File: src/rtl/lsu_pkg.sv
// Shared encodings for the MEM-stage load/store unit: funct3 codes, FSM states, access-size decode.
package lsu_pkg;

    localparam logic [2:0] F3_B  = 3'b000;
    localparam logic [2:0] F3_H  = 3'b001;
    localparam logic [2:0] F3_W  = 3'b010;
    localparam logic [2:0] F3_BU = 3'b100;
    localparam logic [2:0] F3_HU = 3'b101;

    typedef enum logic [1:0] {
        S_IDLE = 2'd0,
        S_REQ  = 2'd1,
        S_DONE = 2'd2
    } lsu_state_e;

    typedef enum logic [1:0] {
        SZ_BYTE = 2'd0,
        SZ_HALF = 2'd1,
        SZ_WORD = 2'd2
    } lsu_size_e;

    localparam logic [3:0] STRB_BYTE = 4'b0001;
    localparam logic [3:0] STRB_HALF = 4'b0011;
    localparam logic [3:0] STRB_WORD = 4'b1111;

    // Undefined funct3 codes fall through to a full-word access.
    function automatic lsu_size_e size_of(input logic [2:0] f3);
        case (f3)
            F3_B, F3_BU: size_of = SZ_BYTE;
            F3_H, F3_HU: size_of = SZ_HALF;
            default:     size_of = SZ_WORD;
        endcase
    endfunction

    function automatic logic is_signed(input logic [2:0] f3);
        is_signed = (f3 == F3_B) || (f3 == F3_H);
    endfunction

endpackage

File: src/rtl/lsu_load_align.sv
// Load-data aligner: picks the addressed byte/half out of the bus word and sign/zero-extends it.
module lsu_load_align
    import lsu_pkg::*;
(
    input  logic [31:0] rdata,
    input  logic [1:0]  off,
    input  logic [2:0]  func3,
    output logic [31:0] load_data
);

    logic [31:0] shifted;

    always_comb begin
        // Lanes beyond the top of the word shift in zeros (half at off=3 keeps lane 3 only).
        shifted = rdata >> {off, 3'b000};
        case (size_of(func3))
            SZ_BYTE: load_data = is_signed(func3) ? {{24{shifted[7]}}, shifted[7:0]}
                                                  : {24'b0, shifted[7:0]};
            SZ_HALF: load_data = is_signed(func3) ? {{16{shifted[15]}}, shifted[15:0]}
                                                  : {16'b0, shifted[15:0]};
            default: load_data = rdata;
        endcase
    end

endmodule

File: src/rtl/mem_stage_lsu.sv
// MEM-stage load/store unit: req/ack data bus master with byte strobes, pipeline stall and timeout.
// Optional misalignment trap enabled by defining LSU_MISALIGN_TRAP_EN.
module mem_stage_lsu
    import lsu_pkg::*;
#(
    parameter int unsigned ADDR_W  = 32,
    parameter int unsigned DATA_W  = 32,
    parameter int unsigned TIMEOUT = 64
) (
    input  logic              clk,
    input  logic              rst,
    input  logic              mem_read,
    input  logic              mem_write,
    input  logic [2:0]        func3,
    input  logic [ADDR_W-1:0] addr,
    input  logic [DATA_W-1:0] wdata,
    output logic              bus_req,
    output logic              bus_we,
    output logic [ADDR_W-1:0] bus_addr,
    output logic [3:0]        bus_wstrb,
    output logic [DATA_W-1:0] bus_wdata,
    input  logic [DATA_W-1:0] bus_rdata,
    input  logic              bus_ack,
    output logic              lsu_stall,
    output logic [DATA_W-1:0] load_data,
    output logic              lsu_done,
    output logic              lsu_err
);

    localparam int unsigned CNT_W = (TIMEOUT > 2) ? $clog2(TIMEOUT) : 1;
    localparam logic [CNT_W-1:0] CNT_LAST = CNT_W'(TIMEOUT - 1);

    lsu_state_e        state_q, state_d;
    logic              bus_req_q, bus_we_q, err_q;
    logic [ADDR_W-1:0] bus_addr_q;
    logic [3:0]        wstrb_q, wstrb_nxt;
    logic [31:0]       wdata_q, wdata_nxt;
    logic [31:0]       load_data_q, load_aligned;
    logic [2:0]        f3_q;
    logic [1:0]        off_q, off;
    logic [CNT_W-1:0]  cnt_q;
    logic              op, misalign, timeout_hit;
    lsu_size_e         size;

    assign op          = mem_read | mem_write;
    assign off         = addr[1:0];
    assign size        = size_of(func3);
    assign timeout_hit = (state_q == S_REQ) && (cnt_q == CNT_LAST) && !bus_ack;

`ifdef LSU_MISALIGN_TRAP_EN
    assign misalign = ((size == SZ_HALF) && addr[0]) || ((size == SZ_WORD) && (off != 2'b00));
`else
    assign misalign = 1'b0;
`endif

    // Store lanes; loads always read the full word.
    always_comb begin
        wstrb_nxt = STRB_WORD;
        wdata_nxt = wdata[31:0];
        case (size)
            SZ_BYTE: begin
                wstrb_nxt = STRB_BYTE << off;
                wdata_nxt = {4{wdata[7:0]}};
            end
            SZ_HALF: begin
                wstrb_nxt = STRB_HALF << off;
                wdata_nxt = {2{wdata[15:0]}};
            end
            default: begin
                wstrb_nxt = STRB_WORD;
                wdata_nxt = wdata[31:0];
            end
        endcase
        if (mem_read) begin
            wstrb_nxt = STRB_WORD;
            wdata_nxt = '0;
        end
    end

    lsu_load_align u_align (
        .rdata     (bus_rdata[31:0]),
        .off       (off_q),
        .func3     (f3_q),
        .load_data (load_aligned)
    );

    always_ff @(posedge clk) begin
        if (rst) begin
            state_q <= S_IDLE;
        end else begin
            state_q <= state_d;
        end
    end

    always_comb begin
        state_d = state_q;
        case (state_q)
            S_IDLE: if (op) state_d = misalign ? S_DONE : S_REQ;
            S_REQ:  if (bus_ack || timeout_hit) state_d = S_DONE;
            S_DONE: state_d = S_IDLE;
            default: state_d = S_IDLE;
        endcase
    end

    always_comb begin
        lsu_stall = 1'b0;
        lsu_done  = 1'b0;
        case (state_q)
            S_IDLE: lsu_stall = op;
            S_REQ:  lsu_stall = 1'b1;
            S_DONE: lsu_done  = 1'b1;
            default: begin
                lsu_stall = 1'b0;
                lsu_done  = 1'b0;
            end
        endcase
        // Timeout error fires in the last REQ cycle; the misalign error is registered into DONE.
        lsu_err = err_q | timeout_hit;
    end

    always_ff @(posedge clk) begin
        if (rst) begin
            bus_req_q   <= 1'b0;
            bus_we_q    <= 1'b0;
            bus_addr_q  <= '0;
            wstrb_q     <= '0;
            wdata_q     <= '0;
            load_data_q <= '0;
            f3_q        <= '0;
            off_q       <= '0;
            cnt_q       <= '0;
            err_q       <= 1'b0;
        end else begin
            err_q <= 1'b0;
            case (state_q)
                S_IDLE: begin
                    if (op && misalign) begin
                        err_q       <= 1'b1;
                        load_data_q <= '0;
                    end else if (op) begin
                        bus_req_q  <= 1'b1;
                        bus_we_q   <= ~mem_read;
                        bus_addr_q <= {addr[ADDR_W-1:2], 2'b00};
                        wstrb_q    <= wstrb_nxt;
                        wdata_q    <= wdata_nxt;
                        f3_q       <= func3;
                        off_q      <= off;
                        cnt_q      <= '0;
                    end
                end
                S_REQ: begin
                    cnt_q <= cnt_q + 1'b1;
                    if (bus_ack) begin
                        bus_req_q <= 1'b0;
                        if (!bus_we_q) load_data_q <= load_aligned;
                    end else if (timeout_hit) begin
                        bus_req_q   <= 1'b0;
                        load_data_q <= '0;
                    end
                end
                default: ;
            endcase
        end
    end

    assign bus_req   = bus_req_q;
    assign bus_we    = bus_we_q;
    assign bus_addr  = bus_addr_q;
    assign bus_wstrb = wstrb_q;
    assign bus_wdata = DATA_W'(wdata_q);
    assign load_data = DATA_W'(load_data_q);

endmodule

File: config.mk
export PLATFORM = sky130hd
export DESIGN_NAME = mem_stage_lsu
export DESIGN_NICKNAME = d
export VERILOG_FILES = /design/src/rtl/lsu_pkg.sv /design/src/rtl/lsu_load_align.sv /design/src/rtl/mem_stage_lsu.sv
export SDC_FILE = /design/constraint.sdc
export NUM_CORES = 1
export LEC_CHECK = 0
export CAP_MARGIN = 0
export CORE_ASPECT_RATIO = 0.9
export CORE_MARGIN = 10
export CORE_UTILIZATION = 31
export DETAILED_ROUTE_END_ITERATION = 16
export MAX_ROUTING_LAYER = met4
export PLACE_DENSITY = 0.62
export SLEW_MARGIN = 20
export SYNTH_ARGS = -nofsm -noshare
export SYNTH_HDL_FRONTEND = slang
export SYNTH_SLANG_ARGS = --single-unit
File: constraint.sdc
create_clock -name clk -period 5.5 [get_ports clk]
set_input_delay 0.825 -clock clk [delete_from_list [all_inputs] [get_ports clk]]
set_output_delay 0.825 -clock clk [all_outputs]
set_load 0.005 [all_outputs]
# After elaboration in Yosys (flattened, before gate mapping)
# Cells that the tools add are included.
# op_classes
shift	3
mux	23
addsub	1
eq_ne	15
reduce_logical	21
bitwise_logic	2
# op_table
op	n
$mux 32	6
$pmux 32 s2	2
$shr 32x5->16	1
$eq 3x3->1 const B	4
$pmux 2 s2	3
$pmux 6 s2	1
$pmux 4 s2	1
$reduce_or 2->1	4
$add 6x1->6 const B	1
$eq 2x1->1 const B	3
$eq 3x1->1 const B	2
$eq 6x6->1 const B	1
$logic_not 2->1	3
$logic_not 3->1	2
$mux 6	1
$reduce_and 2->1	3
$reduce_and 3->1	2
$mux 1	4
$mux 2	2
$mux 4	1
$ne 2x2->1 const B	2
$pmux 1 s2	2
$reduce_bool 2->1	2
$shl 1x2->4 const A	1
other kinds (9)	11
# word_totals
out_inout_bits	105
word_cells	75
reg_bits	113
input_bits	104

# Depth between registers and ports, before layout
# logic_depth
ltp_word	7
mapped_depth	7

# Hierarchy
# From an unflattened synthesis, not the netlist that was laid out.
# unflattened
hier_cells	580
area_unflattened_um2	5312.6
# by_module_without_submodules
mod	seq_area_each_um2	cells_each	area_per_inst_um2	instances
mem_stage_lsu	2262.2	453	4499.3	1
lsu_load_align	0.0	127	813.3	1

# Worst setup path before layout
# No wires, ideal clock.
# synth_path
kind	input to output
from	input port mem_read
to	output port lsu_stall
arrival_time_ns	1.487
path_stages	4
path_slack_ns	3.188
required_ns	4.675
n_path_buf	1
cell_sequence	clkbuf_1 > nor3_1 > or2_2 > inv_1
# synth_via
elab_chain_cells	2
# synth_lines
element	line	source
from (decl)	mem_stage_lsu.sv:12	input logic mem_read,
$or 1x1->1	mem_stage_lsu.sv:45	assign op = mem_read | mem_write;
$pmux 1 s2	mem_stage_lsu.sv:108	case (state_q)
to (decl)	mem_stage_lsu.sv:24	output logic lsu_stall,
# Every way passes these cells.

# Worst setup path in the final report
# Ends and elaborated chain as after synthesis.

==> impl_metrics.tcl <==
set metrics [dict create \
    status "finished, final reports clean" \
    fin_crit_ps 3570 \
    gp_congestion 0.895 \
    synthArstFlopShare 0 \
    syn-cell-area_sq_mm 0.00495 \
    cts.sinks 113 \
    start_util 0.318 \
    core-area_sq_mm 0.0155 \
    p_leak_nw 2.89 \
    synth_ff_type "dfxtp_1" \
    yosys.cell_types.count 49 \
    hold-worst-slack_ps 450 \
    setup-tns-final_ps 0 \
    first_pass_iters 5 \
    fin_nets 867 \
    setup_viol 0 \
    avgSynthCellArea_sq_um 8.52 \
    p_total_w 0.00247 \
    die_w_um 153 \
    cts_resized 0 \
    rows 43 \
    synthTopCellsByArea "dfxtp_1, nand2_1, mux2i_1" \
    yosysMostFrequentCell "dfxtp_1" \
    viasPerCell 5.09 \
    fmax_mhz 280 \
    yosys.area.top_type "dfxtp_1" \
    ys_ff_latch 113 \
    drv_cap 0 \
    postCtsSetupBuffers 0 \
    hold_path_class "register to register" \
    clk_latency_ps 420 \
    grt_pass1_wl_um 28800 \
    first_global_vias 5150 \
    startpoint_type "primary input" \
    skew_ps 7.40 \
    ant_nets 0 \
    max-vdd-ir-drop_v 0.000225 \
    relSlewSlack 0.295 \
    finalHoldViolCount 0 \
    syn_to_final_growth_pct 55.9 \
    num_vias 4989 \
    worst_pin_slew_ps 1060 \
    portBuffers 206 \
    wl_per_cell_um 18.8 \
    die_area_sq_mm 0.0214 \
    drive_gt1_frac 0.0735 \
    post-synth-top-area-fraction 0.457 \
    cp_data_required_time_ps 4680 \
    instances_no_fill 980 \
    antenna_found_initial 3 \
    dp_hpwl_um 13400 \
    drc 0 \
    tritoncts "built" \
    cp.arrival_ps 2750 \
    grt_max_degree 85 \
    timing_worst_setup_path_type "primary input to output port" \
    fin_crit_sh 0.650 \
    cts_buffers 17 \
    cellPowerDensity_mw_per_mm2 319 \
    dp_cells 945 \
    top_level_ports 209 \
    ctsHoldBuffers 0 \
    cts.path.max_buffers 2 \
    cp-end-kind "output port" \
    clock_tree.root_cell "clkbuf_16" \
    die_h_um 140 \
    wl_um 18400 \
    ys_seq_area_frac 0.457 \
    yosysWarnings 0 \
    critPathMaxFanout 20 \
    path_clk_slew_ps 50 \
    synth_cells 581 \
    grt.total_usage 0.171 \
    dr.first_iter.drc_count 258 \
    yosys-top-cells-count "dfxtp_1, nand2_1, a21oi_1" \
    overflow 0 \
    rsz0062_at_grt "no" \
    drv_slew 0 \
    fin_util 0.496 \
    synth_edf_count 0 \
    htree_levels 4 \
]
-- worst max-delay path: stages --
cell             delay [ps]
clkdlybuf4s50_1         920
nor3_1                  100
or2_2                   350
inv_1                    60
clkdlybuf4s50_1         490
-- layout by cell type (no fill, tap or decap), drive strengths merged, types with 3 or more instances in the layout --
cell type / n
nand3b: 8
nand3: 7
diode: 3
nor2: 53
nand2: 104
a21oi: 58
clkinvlp: 4
a22oi: 22
nor3: 6
clkinv: 5
and3: 6
inv: 5
clkdlybuf4s50: 205
mux2: 13
a211oi: 4
clkbuf: 19
o2bb2ai: 8
a221o: 17
bufinv: 3
nor2b: 6
buf: 6
dfxtp: 113
o21ai: 40
mux2i: 34
-- metrics by stage --
step / cell area (sq um) / worst slack, ps
final: 7720 / 1930
after detailed placement: 7110 / 1930
after floorplan: 4950 / 3190
after global placement: 7100 / 1930
after CTS: 7710 / 1930
after global routing: 7720 / 1790
-- cells by family (layout without fill, tap and decap cells) --
logic type | after synthesis | count (layout) | share of synthesized area
AOI/OAI and AO/OA | 158 | 158 | 0.202
adders and majority gates | 1 | 1 | 0.00253
DFF | 113 | 113 | 0.457
and+or+nand+nor | 206 | 206 | 0.184
muxes | 48 | 48 | 0.105
other | 1 | 5 | 0.000758
buffers and inverters | 54 | 247 | 0.0480
-- metal layers --
layer,vias to the layer above,part of all wire,GRT usage
met1,2330,0.44,0.199
li1,2417,-,-
met3,25,0.11,0.0937
met5,-,0,-
met4,0,0.015,0.0542
met2,217,0.43,0.247
-- report_power, final --
part | internal (W) | switching, W
registers | 0.000872 | 0.0000447
logic | 0.000226 | 0.000189
clock network | 0.000723 | 0.000410
total | 0.00182 | 0.000644
-- sequential cells by signal, indices dropped and copies added, names as in the netlist --
register / count
bus_addr: 30
bus_req: 1
bus_wdata: 32
bus_we: 1
bus_wstrb: 4
cnt_q: 6
f3_q: 3
load_data: 32
off_q: 2
state_q: 2
-- cell type report --
| class | count | area, sq um |
|---|---|---|
| diodes | 3 | 7.51 |
| clock buffers | 19 | 443 |
| clock inverters | 13 | 161 |
| fillers | 1411 | 7830 |
| inverters | 4 | 15.0 |
| multi-input cells | 415 | 2480 |
| flip-flops and latches | 113 | 2260 |
| well taps | 202 | 253 |
| repair buffers | 211 | 2090 |
-- final timing paths --
kind | cells after the start | slack, ps | endpoint | start
worst max-delay path | 5 | 1930 | lsu_stall | mem_read
worst min-delay path | 2 | 450 | load_data[5] | load_data[5]
worst max register to register | 4 | 2830 | load_data[31] | off_q[0]
worst min register to register | 2 | 450 | load_data[5] | load_data[5]
No activity file was read; power rests on OpenSTA's default activity.
